<file path="src/rtl/pattern_detector_param.sv">
// Programmable serial bit-pattern detector.
// Shifts in one bit per enabled clock and flags when the last PAT_WIDTH bits equal a
// runtime-loaded pattern. Supports overlapping/non-overlapping detection and a saturating
// match counter.
module pattern_detector_param #(
    parameter int unsigned PAT_WIDTH = 4,
    parameter int unsigned CNT_WIDTH = 8
) (
    input  logic                 clock,
    input  logic                 reset,
    input  logic                 load,
    input  logic [PAT_WIDTH-1:0] pattern_in,
    input  logic                 overlap_en,
    input  logic                 enable,
    input  logic                 clear_count,
    input  logic                 w,
    output logic                 match,
    output logic [CNT_WIDTH-1:0] match_count,
    output logic                 saturated,
    output logic [1:0]           state
);

    localparam int unsigned          FillW    = $clog2(PAT_WIDTH + 1);
    localparam logic [FillW-1:0]     FillFull = FillW'(PAT_WIDTH);
    localparam logic [CNT_WIDTH-1:0] CntMax   = '1;

    typedef enum logic [1:0] {
        StIdle  = 2'b00,
        StFill  = 2'b01,
        StTrack = 2'b10
    } state_e;

    state_e               state_q, state_d;
    logic [PAT_WIDTH-1:0] pat_q, pat_d;
    logic [PAT_WIDTH-1:0] hist_q, hist_d, hist_n;
    logic [FillW-1:0]     fill_q, fill_d, fill_n;
    logic                 match_q, match_d;
    logic [CNT_WIDTH-1:0] count_q, count_d;
    logic                 sat_q, sat_d;
    logic                 hit;

    // Next-state: load restarts detection, enabled edges shift history and test for a hit
    always_comb begin
        state_d = state_q;
        pat_d   = pat_q;
        hist_d  = hist_q;
        fill_d  = fill_q;
        match_d = 1'b0;
        count_d = count_q;
        hit     = 1'b0;
        hist_n  = {hist_q[PAT_WIDTH-2:0], w};
        fill_n  = (fill_q == FillFull) ? fill_q : fill_q + FillW'(1);

        if (load) begin
            pat_d   = pattern_in;
            hist_d  = '0;
            fill_d  = '0;
            state_d = StFill;
        end else if (enable && (state_q != StIdle)) begin
            hit     = (fill_n == FillFull) && (hist_n == pat_q);
            hist_d  = hist_n;
            match_d = hit;
            // Non-overlapping mode demands PAT_WIDTH fresh bits after each hit
            fill_d  = (hit && !overlap_en) ? '0 : fill_n;
            state_d = (fill_d == FillFull) ? StTrack : StFill;
        end

        // Clear wins over a simultaneous hit; counter sticks at all ones
        if (clear_count) begin
            count_d = '0;
        end else if (hit && (count_q != CntMax)) begin
            count_d = count_q + CNT_WIDTH'(1);
        end
        sat_d = (count_d == CntMax);
    end

    // State registers with synchronous active-high reset
    always_ff @(posedge clock) begin
        if (reset) begin
            state_q <= StIdle;
            pat_q   <= '0;
            hist_q  <= '0;
            fill_q  <= '0;
            match_q <= 1'b0;
            count_q <= '0;
            sat_q   <= 1'b0;
        end else begin
            state_q <= state_d;
            pat_q   <= pat_d;
            hist_q  <= hist_d;
            fill_q  <= fill_d;
            match_q <= match_d;
            count_q <= count_d;
            sat_q   <= sat_d;
        end
    end

    assign match       = match_q;
    assign match_count = count_q;
    assign saturated   = sat_q;
    assign state       = state_q;

endmodule

</file>
<file path="config.mk">
export PLATFORM = sky130hd
export DESIGN_NAME = pattern_detector_param
export DESIGN_NICKNAME = d
export VERILOG_FILES = /design/src/rtl/pattern_detector_param.sv
export SDC_FILE = /design/constraint.sdc
export NUM_CORES = 1
export LEC_CHECK = 0
export ABC_AREA = 1
export BUFFER_PORTS_ARGS = -buffer_cell sky130_fd_sc_hd__buf_2
export CORE_MARGIN = 5
export CORE_UTILIZATION = 54
export CTS_CLUSTER_SIZE = 30
export DETAILED_ROUTE_END_ITERATION = 10
export HOLD_SLACK_MARGIN = 0.12
export PLACE_DENSITY_LB_ADDON = 0.15
export SYNTH_ARGS = -nofsm -noshare
export SYNTH_HDL_FRONTEND = slang
export SYNTH_SLANG_ARGS = --single-unit
</file>
<file path="constraint.sdc">
create_clock -name clock -period 2 [get_ports clock]
set_input_delay 0.2 -clock clock [delete_from_list [all_inputs] [get_ports clock]]
set_output_delay 0.2 -clock clock [all_outputs]
set_load 0.01 [all_outputs]
</file>
==> impl_summary.md <==
Status
The flow ran to the end, and the final reports show no timing, DRC or antenna violations.

Place
The last weighted congestion value of the routability-driven placer is 0.922. The cell count after placement is 237. The final HPWL from detailed placement is 2100 microns.

During placement, the flow inserted port buffers numbering 22.

Synthesis
The sequential share of the synthesized area is 0.349. After technology mapping, the gate count stands at 188. Synthesis produced a netlist with a net count of 202. In this run, distinct cell masters in the synthesized netlist total 22. Yosys printed 0 warnings. The number of register bits inferred by synthesis is 22. The total standard cell area after synthesis is 1260 sq um. After synthesis, the mean cell area works out to 6.72 sq um.

Worst setup path
Along the worst path, the maximum fanout reaches 7. The signal on the critical path passes through inv_1 > ha_1 > inv_1 > nand3_4 > nor2_8 > nand2_4 > nor2_1 > nand2_1 > nand3_1 > nor2_1 > nand2_1 > nor2_1. The launch point of the worst reg-to-reg path is fill_q[0]$_SDFFE_PP0P_. STA classifies the critical path startpoint as a flop. The most critical setup path has its startpoint at fill_q[0]$_SDFFE_PP0P_. STA classifies the critical path endpoint as a flop.

Data on the critical path is required at its endpoint by 2210 ps. The largest single stage delay on the critical path is 390 ps. The number of buffer and inverter instances along the worst setup path is 2. The critical path is of the flop to flop type. On the critical path the largest part of the delay comes from simple AND/OR/NAND/NOR gates. Among the stages of the critical path, the cell type that occurs most often is nor2_1. The cell with the biggest individual delay on the critical path is dfxtp_1.

The data arrival at the endpoint of the critical path is 2050 ps.

Floorplanning
The die area is 3400 sq um. The site row count is 17. The die outline height is 58.4 microns. The x dimension of the die is 58.4 microns.

The area of the core is 2210 sq um. The I/O pin count is 23. For this configuration, the core starts out at a cell density of 0.571.

STA
On the final layout, the worst hold slack is 147 ps. Setup repair after global routing left no endpoint under its margin. The total negative setup slack is 0 ps. Timing would allow up to 0.544 GHz.

The fraction of the cycle the final worst path needs is 0.920. The final number of max-transition violations is 0. The maximum clock skew at final layout is 5.57 ps.

The total count of hold-check failures in the final report is 0. The tightest slew margin relative to the limit is 0.786. Setup violations remaining at the end of the flow were counted as 0.

The post-layout minimum cycle time is 1840 ps. At the pin with the least slew margin, the transition time is 319 ps.

Clock tree
The number of buffers created by CTS is 3. Post-CTS repair changed the size of 0 cells. Once the clock tree was built, the setup fixing pass inserted 0 buffers. The H-tree depth is 1. The clock passes through at most 2 buffers.

The clock net in this run drives a total of 22 sinks. Clock latency on the worst-skew pair, taken at its later pin, is 300 ps. The number of buffers inserted by hold repair at cts is 0. The clock root buffer is clkbuf_4. The clock-pin slew reported for the worst setup and hold paths after clock tree synthesis is 120 ps. TritonCTS built the clock tree.

GRT
The via count of the first global-routing pass is 1157. The largest net degree at the start of global routing is 12. In the global route stage, overall resource usage came out at 0.178. The remaining global-route overflow is 0. The number of antenna violations at the first check in global routing came to 0.

The first global-routing pass estimated 4840 microns of wire.

Layout
The antenna cell count is 0. The library cell used most frequently in the layout, excluding fill and tap cells, is nand2_1. The finished layout holds 240 standard cells, fillers aside. The final standard cell utilization of the core is 0.646. The layout has 213 filler cells.

The net count reported at finish is 228. From synthesis to final layout, the design area changed by 13.3%. Of the cells placed in the final design, the portion with a size suffix greater than 1 is 0.198. In the layout the commonest cells are nand2_1 (40), inv_1 (35), nor2_1 (31).

Min path
The worst hold path begins at pattern_in[1]. In this run the worst hold path is classified as input port to flop.

Power and ir drop
VDD sags by at most 0.430 mV. Power spread over the standard cell area amounts to 513 nW/um^2. The cell leakage power is 0.732 nW. The design draws 0.733 mW.

Flow run
Across the run, the number of max-cap violations was 0.

Routing
The iteration-0 DRC count of the detailed router is 62. The via count is 1200. The pre-antenna-repair detailed-routing pass consisted of 4 iterations. The number of routed nets with antenna violations is 0. In the final routed layout, each cell accounts on average for 11.0 microns. The ratio of routed vias to standard cells is 5.00. The total wire length after detailed routing is 2640 microns.

The detailed-route DRC error count is 0.
## per-stage QoR
stage          setup WS [ps]  cell area (sq um)
2_1_floorplan            363               1260
3_3_place_gp             255               1410
3_5_place_dp             182               1410
4_1_cts                  155               1430
5_1_grt                 14.1               1430
6_report                 161               1430
## cell families (layout without fill, tap and decap cells)
family	after synthesis	in the layout	synth area share
buffers and inverters	39	63	0.116
flip-flops	22	22	0.349
AO/OA/AOI/OAI	19	19	0.0842
adder cells (fa/ha/maj)	3	3	0.0297
AND/OR/NAND/NOR	105	105	0.421
## power by group
part	switching, mW	internal [mW]	total, mW
Sequential	0.00622	0.448	0.454
Clock	0.126	0.0701	0.196
Combinational	0.0537	0.0290	0.0827
## synthesized netlist by cell type (all sizes together)
library cell  count  area (sq um)
nand2            45           186
inv              37           139
nor2             35           179
dfxtp            22           440
nand3            14          97.6
a21oi             9          45.0
nand4             8          50.1
o21ai             7          38.8
a211oi            3          22.5
ha                3          37.5
clkbuf            2          7.51
and2              1          6.26
nand3b            1          7.51
nor3              1          5.00
## final cells by class
| type | instances | area (sq um) | share of cell area |
|---|---|---|---|
| clock buffers | 3 | 22.5 | 0.0157 |
| inverters | 37 | 139 | 0.0971 |
| repair buffers | 23 | 118 | 0.0822 |
| flip-flops and latches | 22 | 440 | 0.308 |
| well taps | 28 | 35.0 | 0.0245 |
| multi-input cells | 127 | 676 | 0.472 |
## path summary, 6_finish.rpt
kind	endpoint	cells after the start	slack, ps
hold reg to reg	pat_q[0]$_SDFFE_PP0P_	2	480
setup / recovery	saturated$_SDFF_PP0_	12	160
hold / removal	pat_q[1]$_SDFFE_PP0P_	3	150
setup reg to reg	saturated$_SDFF_PP0_	12	160
## worst register-to-register path, stage by stage (launching register included)
cell,delay (ps)
dfxtp_1,390
inv_1,90
ha_1,290
inv_1,130
nand3_4,130
nor2_8,160
nand2_4,80
nor2_1,140
nand2_1,70
nand3_1,110
nor2_1,50
nand2_1,60
nor2_1,40
## per-layer routing
metal | share of wire | GRT usage
met5 | 0 | 0
met4 | 0.0076 | 0.0596
met3 | 0.041 | 0.0241
met2 | 0.45 | 0.274
met1 | 0.50 | 0.256
## flip-flops by register name (all words and copies together) (netlist names)
name	cells
fill_q	3
hist_q	3
match	1
match_count	8
pat_q	4
saturated	1
state	2
(Power assumes the default switching activity.)
